--- config.mk ---
export PLATFORM = sky130hd
export DESIGN_NAME = seqgen_arbiter
export DESIGN_NICKNAME = d
export VERILOG_FILES = /design/src/rtl/seqgen_arbiter.sv
export SDC_FILE = /design/constraint.sdc
export NUM_CORES = 1
export LEC_CHECK = 0
export CORE_MARGIN = 1.5
export CORE_UTILIZATION = 40
export DETAILED_ROUTE_END_ITERATION = 8
export PLACE_DENSITY = 0.72
export SYNTH_ARGS = -nofsm -noshare
export SYNTH_HDL_FRONTEND = slang
export SYNTH_SLANG_ARGS = --single-unit
--- constraint.sdc ---
create_clock -name clk -period 2.4 [get_ports clk]
set_input_delay 0.24 -clock clk [delete_from_list [all_inputs] [get_ports clk]]
set_output_delay 0.24 -clock clk [all_outputs]
set_load 0.01 [all_outputs]
--- src/rtl/seqgen_arbiter.sv ---
// seqgen_arbiter: arbitrates four requesters onto one shared sequence generator.
// Each grant is a burst of CLEAR (one cycle), then up to BURST_LEN RUN cycles, then DONE (one cycle).
// Ports: clk, rst (async, active-high); req/x_req per requester;
// gnt (one-hot grant); gen_x and gen_clr drive the shared generator;
// done is a one-hot end-of-burst pulse; busy is high outside IDLE;
// cnt is the RUN-cycle index.
// Build option: SEQGEN_ARB_FIXED_PRIO_EN selects fixed priority (lowest index wins)
// in place of round-robin.
module seqgen_arbiter #(
  parameter int BURST_LEN = 4
) (
  input  logic       clk,
  input  logic       rst,
  input  logic [3:0] req,
  input  logic [3:0] x_req,
  output logic [3:0] gnt,
  output logic       gen_x,
  output logic       gen_clr,
  output logic [3:0] done,
  output logic       busy,
  output logic [2:0] cnt
);
  typedef enum logic [1:0] {IDLE, CLEAR, RUN, DONE} state_t;
  state_t state, nxt;
  logic [1:0] ptr, w, pick, ptr_nxt;
  logic [3:0] onehot;
  // Offsets are scanned from farthest to nearest, so the nearest asserted index from ptr wins.
  always_comb begin
    pick = ptr;
    for (int i = 3; i >= 0; i--) if (req[ptr + 2'(i)]) pick = ptr + 2'(i);
  end
`ifdef SEQGEN_ARB_FIXED_PRIO_EN
  assign ptr_nxt = 2'd0;
`else
  assign ptr_nxt = w + 2'd1;
`endif
  assign onehot = 4'b0001 << w;
  always_comb begin
    nxt = state;
    gnt = 4'b0;
    done = 4'b0;
    gen_x = 1'b0;
    gen_clr = 1'b0;
    busy = state != IDLE;
    case (state)
      IDLE: nxt = |req ? CLEAR : IDLE;
      CLEAR: begin
        gnt = onehot;
        gen_clr = 1'b1;
        nxt = req[w] ? RUN : DONE;
      end
      RUN: begin
        gnt = onehot;
        gen_x = x_req[w];
        nxt = (!req[w] || cnt == 3'(BURST_LEN - 1)) ? DONE : RUN;
      end
      default: begin
        done = onehot;
        nxt = IDLE;
      end
    endcase
  end
  // cnt is cleared whenever the next state is not RUN, so it reads 0 outside RUN.
  always_ff @(posedge clk or posedge rst) begin
    if (rst) begin
      state <= IDLE;
      ptr <= 2'd0;
      w <= 2'd0;
      cnt <= 3'd0;
    end else begin
      state <= nxt;
      cnt <= (state == RUN && nxt == RUN) ? cnt + 3'd1 : 3'd0;
      if (state == IDLE && |req) w <= pick;
      if (state == DONE) ptr <= ptr_nxt;
    end
  end
endmodule

# Yosys cells after proc, flatten, opt, wreduce, memory -nomap -nowiden
# Cells that the tools add are included.
# classes
magnitude_cmp,5
n_addsub,5
n_shift,1
mux,25
eq_ne,5
reduce_logical,9
# ops
cell,n
"less-than comparator 2 x 3 -> 1 bit, second input constant",5
binary-select mux 1 bit (select 2 bit),6
two-way mux 1 bit,11
two-way mux 2 bit,4
two-way mux 4 bit,2
"equality test 2 bit, second input constant",3
one-hot mux 2 bit (3 select lines),1
"adder 2 x 1 -> 2 bit, second input constant",2
"adder 2 bit, second input constant",2
OR reduction 4 bit,1
"left shift 1 x 2 -> 4 bit, first input constant",1
"adder 3 x 1 -> 3 bit, second input constant",1
"equality test 3 x 2 -> 1 bit, second input constant",1
two-way mux 3 bit,1
OR reduction 3 bit,1
"equality test 2 x 1 -> 1 bit, second input constant",1
logical AND 1 bit,2
zero test 2 bit,1
nonzero test 2 bit,1
OR reduction 2 bit,1
zero test 1 bit,1
logical OR 1 bit,1
# totals
ff_bits,9
in_bits,10
output_inout_bits,14

# Logic depth before layout (Yosys ltp)
# Gate-level depths: netlist (run 1).
# logic_depth
ltp_word,9
mapped_depth,6
ltp_nobuf,6

# Worst setup path after synthesis (run 1)
# Ideal clock, no wire load.
# synth_timing
kind,flip-flop to flip-flop
start,register w[0]
end,register cnt[0]
path_stages_with_launch,5
t_required_ps,2277
path_slack_ps,937
t_arrival_ps,1341
synth_period_minus_slack_ps,1463
setup_time_ps,123
path_cell_list,dfrtp_1 mux2_2 o31a_2 a31oi_4 nor2_1
# synth_between
elab_chain_cells,9
word_cells_on_any_way,10
cone_classes,1 x eq/ne; 6 x mux; 3 x reduce/logical
# synth_lines
element,line,source
from (decl),25,"logic [1:0] ptr, w, pick, ptr_nxt;"
from (signal assigned),73,if (state == IDLE && |req) w <= pick;
binary-select mux 1 bit (select 2 bit) (*),"50, 55",
two-way mux 1 bit (implied by the code) (*),"50, 55",
zero test 1 bit,55,nxt = (!req[w] || cnt == 3'(BURST_LEN - 1)) ? DONE : RUN;
logical OR 1 bit,55,
two-way mux 1 bit,55,
one-hot mux 2 bit (3 select lines) (*),45,case (state)
equality test 2 bit (*),72,cnt <= (state == RUN && nxt == RUN) ? cnt + 3'd1 : 3'd0;
logical AND 1 bit (*),72,
two-way mux 3 bit (*),72,
to (signal assigned),72,
to (decl),21,output logic [2:0] cnt
# Every way passes the cells marked *; elsewhere a longest branch is shown, timed or not. The select of a mux whose other input is x is not followed.
# A chain may end at the register's enable or synchronous reset.

# Worst setup path after layout (run 1)
# layout_timing
start,register w[0]
end,output port gen_x
# layout_between
elab_chain_cells,3
# layout_lines
element,line,source
binary-select mux 1 bit (select 2 bit),54,gen_x = x_req[w];
two-way mux 1 bit (implied by the code),54,
two-way mux 1 bit,45,
to (decl),17,"output logic gen_x,"
# Every way passes these cells. The select of a mux whose other input is x is not followed.

==> run_results.csv, run 1 <==
group,metric,value,unit
sta,max_slew_margin,69.6,%
logic_synthesis,ys.warnings.count,0,
route,drtIter0Drc,11,
route,wl,1440,um
grt,grt.total_usage,15.7,%
place,io_buffer_count,23,
sta,post-route-period-util,92.8,%
power,p_leak,0.444,nW
cells_and_area,design_area,1000,um2
critical_path,r2r-start,"state[0]",
place,place_area,975,um2
logic_synthesis,synth_simple_gate_area_share,21.8,%
critical_path,path_cells,"mux4_1 > and2_1 > clkdlybuf4s50_1",
sta,clock_skew,0.00500,ns
logic_synthesis,yosysUniqueCellTypes,24,
place,gp_congestion,0.690,
floorplanning,die_x,45.2,um
logic_synthesis,synth.area.mux_share,10.5,%
cts,clkSlewWorstSetupHoldPaths,0.06,ns
power,ir_worst_vdd,0.495,mV
cells_and_area,fillers,163,
cts,numCtsBuffers,3,
critical_path,path_max_fanout,7,
floorplanning,fp-row-count,15,
logic_synthesis,synth-seq-cells,9,
logic_synthesis,synthesis.nets,92,
grt,antenna_found_initial,0,
cells_and_area,antenna_cells,0,
run,maxCapViolCount,0,
cts,cts_sinks,9,
sta,finalHoldViolCount,0,
grt,gr-total-overflow,0,
critical_path,criticalPathCategory,"reg -> out",
cts,cts_hold_buf,0,
floorplanning,ios,24,
sta,slew_violations,0,
logic_synthesis,yosysSeqAreaShare,31.6,%
place,hpwlAfterDp,1230,um
logic_synthesis,synth_cells,71,
cells_and_area,drive_above_1_share,12.2,%
logic_synthesis,synth_edf_count,0,
critical_path,cpPeakStageDelay,0.59,ns
logic_synthesis,async_flop_share,100,%
floorplanning,die_height,45.2,um
cts,clk_latency,0.26,ns
route,antenna_left,0,
logic_synthesis,syn_avg_cell_area,10.0,um2
floorplanning,initial_core_util,41.8,%
cts,post_cts_buffers,0,
cts,clockRootBuffer,"clkbuf_4",
sta,worstMarginPinSlew,0.444,ns
sta,fmax,449,MHz
cts,cts_tree,"built",
critical_path,cp-start-kind,"register",
logic_synthesis,synthXorXnorAreaFrac,0,%
critical_path,r2r_slack,0.77,ns
logic_synthesis,ys_dominant_reg_cell,"dfrtp_1",
critical_path,cp.arrival,1.99,ns
sta,rsz0062_at_grt,"false",
floorplanning,die-area,2050,um2
power,power_density,1040,nW/um2
logic_synthesis,synthesis.area,713,um2
cts,htreeDepth,1,
sta,fin_tns_setup,0,ns
grt,grt_max_degree,10,
cts,ctsResizeCount,0,
cells_and_area,area_growth,40.4,%
critical_path,reg2reg_to,"cnt[2]",
critical_path,crit_slowest_cell,"mux4_1",
grt,first_global_vias,506,
route,drc,0,
logic_synthesis,synth_fa_ha_area_share,19.3,%
critical_path,critical_path.endpoint_type,"output port",
route,viasPerCell,4.67,
route,dr.pass1.iters,3,
route,vias,575,
min_path,holdCritPathClass,"in -> async",
logic_synthesis,synth_top_family_by_area,"simple AND/OR/NAND/NOR gates",
status,status,"completed",
route,post_drt_wl_per_cell,11.7,um
cells_and_area,fin_nets,120,
sta,min_period,2.23,ns
grt,grt_pass1_wl,2300,um
floorplanning,core-area,1710,um2
critical_path,rr_worst_depth,6,
cts,cts.path.max_buffers,2,
sta,setup-violations-final,0,
critical_path,required,2.16,ns
logic_synthesis,synth-compound-area-share,12.6,%
[flip-flops by register name, indices dropped and copies added, names as in the netlist]
register  cells
cnt           3
ptr           2
state         2
w             2
[cell type report]
class | count | area, um2 | share of cell area [%]
multi-input cells | 54 | 458 | 45.7
repair buffers | 23 | 230 | 23.0
flip-flops and latches | 9 | 225 | 22.5
well taps | 25 | 31.3 | 3.13
inverters | 8 | 30.0 | 3.00
clock buffers | 4 | 26.3 | 2.63
[Yosys cell counts, types with 2 or more instances]
library cell  instances  area share [%]
nor2b_1               3             2.6
nor2_1                7             3.7
nand2_1               4             2.1
and2_1                9             7.9
ha_1                 11              19
dfrtp_1               9              32
inv_1                 8             4.2
a21oi_1               2             1.4
mux2_2                3             4.7
[report_power, final]
part / internal (W) / switching (W) / total [W]
Combinational: 0.000353 / 0.000294 / 0.000648
Clock: 0.0000640 / 0.0000522 / 0.000116
Sequential: 0.000209 / 0.0000726 / 0.000282
Total: 0.000626 / 0.000419 / 0.00105
[worst max path at each step]
stage	from	endpoint	slack, ns	cells after the start
finish	w[0]	gen_x	0.17	3
floorplan	w[0]	cnt[0]	0.94	4
global placement	x_req[1]	gen_x	0.41	4
detailed placement	x_req[1]	gen_x	0.39	4
global route	w[0]	gen_x	0.09	3
CTS	w[0]	gen_x	0.15	3
[critical path, delay by kind of cell (launching register included)]
kind,cells,cell delay [ns]
buffers and inverters,1,0.47
DFF,1,0.50
muxes,1,0.59
and+or+nand+nor,1,0.17
[kinds of logic (layout without fill, tap and decap cells)]
group	Yosys count	count (layout)
simple gates	28	28
fa+ha+maj	11	11
compound gates	10	10
flops	9	9
buf+inv	8	35
mux	5	5
[layout by cell type (no fill, tap or decap)]
cell type | synthesis | final
ha_1 | 11 | 11
inv_1 | 8 | 8
or3_4 | 1 | 1
and2_1 | 9 | 9
nor3_1 | 1 | 1
mux2_2 | 3 | 3
clkdlybuf4s50_1 | 0 | 23
nor2b_2 | 1 | 1
nor3b_1 | 1 | 1
o21ai_1 | 1 | 1
o31ai_1 | 1 | 1
a31oi_1 | 1 | 1
mux2_4 | 1 | 1
a2111oi_0 | 1 | 1
a21oi_1 | 2 | 2
nand2_1 | 4 | 4
and3_1 | 1 | 1
o21ai_0 | 1 | 1
clkbuf_1 | 0 | 1
o31a_2 | 1 | 1
o41ai_2 | 1 | 1
nor2b_1 | 3 | 3
dfrtp_1 | 9 | 9
mux4_1 | 1 | 1
clkbuf_4 | 0 | 3
a31oi_4 | 1 | 1
nor2_1 | 7 | 7
[per-stage QoR]
stage	hold WS (ns)	setup WS (ns)	instances	utilization [%]	total power, W
global route	0.297	0.0950	123	58.6	0.00115
floorplan	0.0679	0.937	71	-	0.000679
global placement	0.455	0.407	119	57.1	0.000927
finish	0.231	0.173	123	58.6	0.00105
CTS	0.241	0.146	123	58.6	0.00107
detailed placement	0.465	0.392	119	57.1	0.000949
[metal layers]
metal	up-vias	track usage, %	wire length (um)
met5	-	0	0
met4	0	7.06	0
met3	0	3.20	86
met2	20	24.6	697
met1	259	20.9	658
li1	296	-	-
No activity file was read; power rests on OpenSTA's default activity.
==> run 2: changes to the inputs <==
==> constraint.sdc (replaced) <==
create_clock -name clk -period 2.4 [get_ports clk]
set_input_delay 0.72 -clock clk [delete_from_list [all_inputs] [get_ports clk]]
set_output_delay 0.72 -clock clk [all_outputs]
set_load 0.01 [all_outputs]
==> run 2 against run 1 <==
Die area stayed put. Clock-buffer cell count stayed put. Setup slack worse by 0.15 ns. Via count is 4.5% higher. Final cell count is 4.1% higher. First-iteration DRC count is 55% lower. Cell area is 4.9% higher. Critical endpoint unchanged. Largest cell class unchanged.
==> run_results.csv, run 2 (synthesized netlist as in run 1, its figures left out) <==
group,metric,value,unit
route,viasPerCell,4.70,
route,vias,601,
floorplanning,die_height,45.2,um
floorplanning,core-area,1710,um2
sta,clock_skew,0.00256,ns
place,place_area,1000,um2
sta,rsz0062_at_grt,"false",
sta,finalHoldViolCount,0,
grt,grt_max_degree,10,
power,ir_worst_vdd,0.574,mV
route,drc,0,
sta,fin_ws,0.0267,ns
sta,post-route-period-util,98.9,%
place,gp_congestion,0.730,
cts,cts_tree,"built",
grt,antenna_found_initial,0,
sta,fmax,421,MHz
cts,clk_latency,0.25,ns
grt,first_global_vias,600,
power,seq_power_share,24.1,%
critical_path,path_cells,"dlygate4sd2_1 > mux4_2 > and2_4 > buf_6",
grt,grt.total_usage,15.9,%
route,dr.pass1.iters,4,
floorplanning,ios,24,
route,antenna_left,0,
cells_and_area,largest_reg_flops,3,
power,p_int,0.000664,W
place,pre_cts_ws,-0.556,ns
grt,gr-total-overflow,0,
critical_path,cp.arrival,1.65,ns
route,drtIter0Drc,5,
critical_path,crit_family,"multiplexers",
power,p_leak,0.531,nW
floorplanning,die-area,2050,um2
critical_path,criticalPathCategory,"in -> out",
floorplanning,fp-row-count,15,
cts,clkSlewWorstSetupHoldPaths,0.06,ns
cells_and_area,area_growth,47.2,%
critical_path,path_max_fanout,1,
cts,cts_sinks,9,
critical_path,path_buf_inv,2,
cells_and_area,final_common_cell,"clkdlybuf4s50_1",
place,hpwlAfterDp,1190,um
sta,slew_violations,0,
cells_and_area,fillers,153,
sta,min_period,2.37,ns
cells_and_area,mostFrequentLayoutCells,"clkdlybuf4s50_1 (10), ha_1 (9)",
cts,cts_hold_buf,0,
critical_path,cp-start-kind,"input pin",
run,maxCapViolCount,0,
power,combPwrFrac,65.8,%
cells_and_area,antenna_cells,0,
cts,clockRootBuffer,"clkbuf_4",
critical_path,required,1.68,ns
cells_and_area,design_area,1050,um2
cells_and_area,drive_above_1_share,22.3,%
power,clkPwrFrac,10.1,%
power,p_sw,0.000438,W
route,post_drt_wl_per_cell,11.4,um
route,wl,1460,um
place,io_buffer_count,23,
grt,grt_pass1_wl,2390,um
sta,setup-violations-final,0,
sta,max_slew_margin,67.7,%
cts,numCtsBuffers,3,
floorplanning,die_x,45.2,um
critical_path,crit_slowest_cell,"mux4_2",
critical_path,critical_path.endpoint_type,"output port",
critical_path,cpPeakStageDelay,0.45,ns
sta,worstMarginPinSlew,0.473,ns
status,status,"completed",
power,power_density,1050,nW/um2
min_path,holdCritPathClass,"reg -> reg",
cts,htreeDepth,1,
power,switching_share,39.7,%
cells_and_area,fin_nets,125,
cells_and_area,top_register,"cnt",
floorplanning,initial_core_util,41.8,%
cts,cts.path.max_buffers,2,
==> run 2: changes by cell type in the layout (fill, tap and decap cells not counted), sizes merged <==
cell           delta
clkdlybuf4s50    -13
dlygate4sd2       +8
buf               +6
clkdlybuf4s15     +2
dlymetal6s2s      +2
==> run 2: layout make-up <==
class	count	area, um2	share of cell area [%]
multi-input cells	54	472	44.9
repair buffers	28	264	25.1
flip-flops and latches	9	226	21.6
well taps	25	31.3	2.98
inverters	8	30.0	2.86
clock buffers	4	26.3	2.50
==> run 2: repair_timing <==
item / CTS / global route
pin swaps: 1 / 0
endpoints found under the setup margin: 8 / 3
gates resized for setup: 17 / 8
buffers inserted: 1 / 0
==> run 2: layer usage <==
layer	track usage [%]	wire length, um
met4	7.06	0
met2	26.0	712
met3	1.20	68
met1	21.4	680
met5	0	0
==> run 2: worst reg2reg max path, stage by stage, from the launching register on <==
cell     delay [ns]
dfrtp_1        0.38
inv_1          0.12
ha_1           0.27
nor2_1         0.09
or3_4          0.39
a31oi_4        0.21
nor2_1         0.06
==> run 2: final timing paths <==
check,start,end,slack [ns],depth (start not counted)
setup / recovery,x_req[0],gen_x,0.03,4
hold / removal,cnt[0],cnt[0],0.47,1
setup reg to reg,state[0],cnt[0],0.77,6
hold reg to reg,cnt[0],cnt[0],0.47,1
max in group asynchronous,rst,w[1],1.42,2
min in group asynchronous,rst,ptr[1],0.72,2
==> run 2: through the flow <==
stage | power [W] | TNS (ns) | hold slack (ns) | utilization, % | cells
detailed placement | 0.000971 | -0.556 | 0.463 | 58.8 | 123
global route | 0.00121 | 0 | 0.489 | 61.5 | 128
global placement | 0.000953 | -0.552 | 0.461 | 58.8 | 123
finish | 0.00110 | 0 | 0.467 | 61.5 | 128
floorplan | 0.000679 | 0 | 0.492 | - | 71
CTS | 0.00110 | 0 | 0.478 | 60.3 | 128
==> run 2: power groups by stage <==
stage,combinational [W],clock [W],sequential [W]
global placement,0.000684,0,0.000269
CTS,0.000716,0.000118,0.000264
detailed placement,0.000699,0,0.000272
finish,0.000725,0.000111,0.000266
floorplan,0.000410,0,0.000269
global route,0.000809,0.000121,0.000276
==> run 3: changes to the inputs <==
Settings changed: SKIP_CTS_REPAIR_TIMING set to 1.
==> run 3 against run 2 <==
Global-route usage unchanged. Flip-flop and latch count unchanged. Register-to-register slack got worse by 0.02 ns. Cell area increased by 3.8%. Highest routed layer unchanged.
==> run_results.csv, run 3 (synthesized netlist as in run 1, its figures left out) <==
group,metric,value,unit
cells_and_area,drive_above_1_share,23.1,%
sta,fin_ws,0.104,ns
grt,grt.total_usage,15.9,%
critical_path,cpPeakStageDelay,0.46,ns
sta,setup-violations-final,0,
status,status,"completed",
floorplanning,fp-row-count,15,
critical_path,criticalPathCategory,"in -> out",
cts,clkSlewWorstSetupHoldPaths,0.06,ns
grt,antenna_found_initial,0,
sta,max_slew_margin,67.7,%
route,dr.pass1.iters,4,
power,seq_power_share,23.6,%
critical_path,cp-start-kind,"input pin",
sta,worstMarginPinSlew,0.473,ns
place,gp_congestion,0.730,
cells_and_area,final_common_cell,"dlymetal6s2s_1",
cells_and_area,top_register,"cnt",
cts,htreeDepth,1,
critical_path,required,1.68,ns
critical_path,crit_family,"multiplexers",
floorplanning,die_x,45.2,um
critical_path,r2r-start,"state[0]",
sta,fmax,436,MHz
sta,rsz0062_at_grt,"false",
power,power_density,1040,nW/um2
critical_path,r2r_slack,0.75,ns
min_path,hold_depth,1,
power,p_sw,0.000441,W
cts,clk_latency,0.25,ns
run,maxCapViolCount,0,
route,post_drt_wl_per_cell,11.5,um
min_path,hold_path_end,"cnt[0]",
min_path,holdCritPathClass,"reg -> reg",
route,viasPerCell,4.67,
grt,grt.busiest_layer,"met2",
critical_path,path_buf_inv,2,
grt,first_global_vias,604,
power,p_leak,0.645,nW
cts,cts.path.max_buffers,2,
cts,clockRootBuffer,"clkbuf_4",
critical_path,critical_path.endpoint_type,"output port",
sta,min_period,2.30,ns
floorplanning,die-area,2050,um2
floorplanning,die_height,45.2,um
cells_and_area,fin_nets,126,
cts,numCtsBuffers,3,
cells_and_area,antenna_cells,0,
sta,fin_tns_setup,0,ns
grt,gr-total-overflow,0,
power,ir_worst_vdd,0.606,mV
cells_and_area,largest_reg_flops,3,
sta,post-route-period-util,95.7,%
route,drc,0,
sta,slew_violations,0,
critical_path,path_cells,"dlymetal6s2s_1 > mux4_2 > and2_4 > buf_6",
cells_and_area,fin_util,63.8,%
cells_and_area,mostFrequentLayoutCells,"dlymetal6s2s_1 (12), ha_1 (10), clkdlybuf4s50_1 (10)",
floorplanning,ios,24,
cts,cts_tree,"built",
route,antenna_left,0,
place,io_buffer_count,23,
critical_path,rr_worst_depth,6,
place,hpwlAfterDp,1190,um
cells_and_area,fin_cells,129,
critical_path,cp.arrival,1.58,ns
power,switching_share,39.0,%
power,p_int,0.000691,W
grt,grt_max_degree,10,
route,drtIter0Drc,6,
min_path,hold_start,"cnt[0]",
grt,grt_pass1_wl,2390,um
critical_path,path_max_fanout,1,
route,wl,1490,um
route,vias,602,
place,pre_cts_ws,-0.556,ns
grt,use_met3,1.20,%
cells_and_area,area_growth,52.8,%
critical_path,crit_slowest_cell,"mux4_2",
floorplanning,core-area,1710,um2
power,clkPwrFrac,9.8,%
floorplanning,initial_core_util,41.8,%
power,combPwrFrac,66.6,%
critical_path,reg2reg_to,"cnt[0]",
place,dp_cells,123,
grt,grt_use_met2,26.0,%
sta,clock_skew,0.00256,ns
grt,grtUsageMet1,21.4,%
sta,finalHoldViolCount,0,
cts,cts_sinks,9,
==> run 3: per-layer routing <==
| layer | wire length (um) | up-vias |
|---|---|---|
| met1 | 683 | 274 |
| li1 | - | 310 |
| met4 | 0 | 0 |
| met2 | 722 | 18 |
| met3 | 80 | 0 |
| met5 | 0 | - |
==> run 3: cell type report <==
cell class | count | area (um2)
Clock buffer | 4 | 26.3
Inverter | 8 | 30.0
Fill cell | 151 | 618
Multi-Input combinational cell | 54 | 469
Sequential cell | 9 | 226
Timing Repair Buffer | 29 | 307
Tap cell | 25 | 31.3
==> run 3: power groups by stage <==
stage               Clock (W)  Sequential, W  Combinational, W
floorplan                   0       0.000269          0.000410
global placement            0       0.000269          0.000684
detailed placement          0       0.000272          0.000699
CTS                  0.000118       0.000269          0.000702
global route         0.000121       0.000277          0.000839
finish               0.000111       0.000267          0.000754
==> run 3: how the worst max path moves through the flow <==
stage,from,end,slack (ns),cells past startpoint
floorplan,x_req[1],gen_x,0.31,2
global placement,x_req[1],gen_x,-0.55,4
CTS,x_req[1],gen_x,-0.59,4
global route,x_req[3],gen_x,0.08,4
finish,x_req[3],gen_x,0.10,4
detailed placement,x_req[1],gen_x,-0.56,4
==> run 3: worst reg2reg max path, cell delays in order, from the launching register on <==
cell and delay [ns]:
dfrtp_1 0.39, inv_1 0.12, ha_1 0.27, nor2_1 0.09, or3_4 0.39, a31oi_4 0.21, nor2_1 0.06
==> run 3: stage by stage <==
| stage | power, W | cell area (um2) | hold slack [ns] |
|---|---|---|---|
| 2_1_floorplan | 0.000679 | 713 | 0.492 |
| 3_3_place_gp | 0.000953 | 1000 | 0.461 |
| 3_5_place_dp | 0.000971 | 1000 | 0.463 |
| 4_1_cts | 0.00109 | 1030 | 0.478 |
| 5_1_grt | 0.00124 | 1090 | 0.489 |
| 6_report | 0.00113 | 1090 | 0.467 |
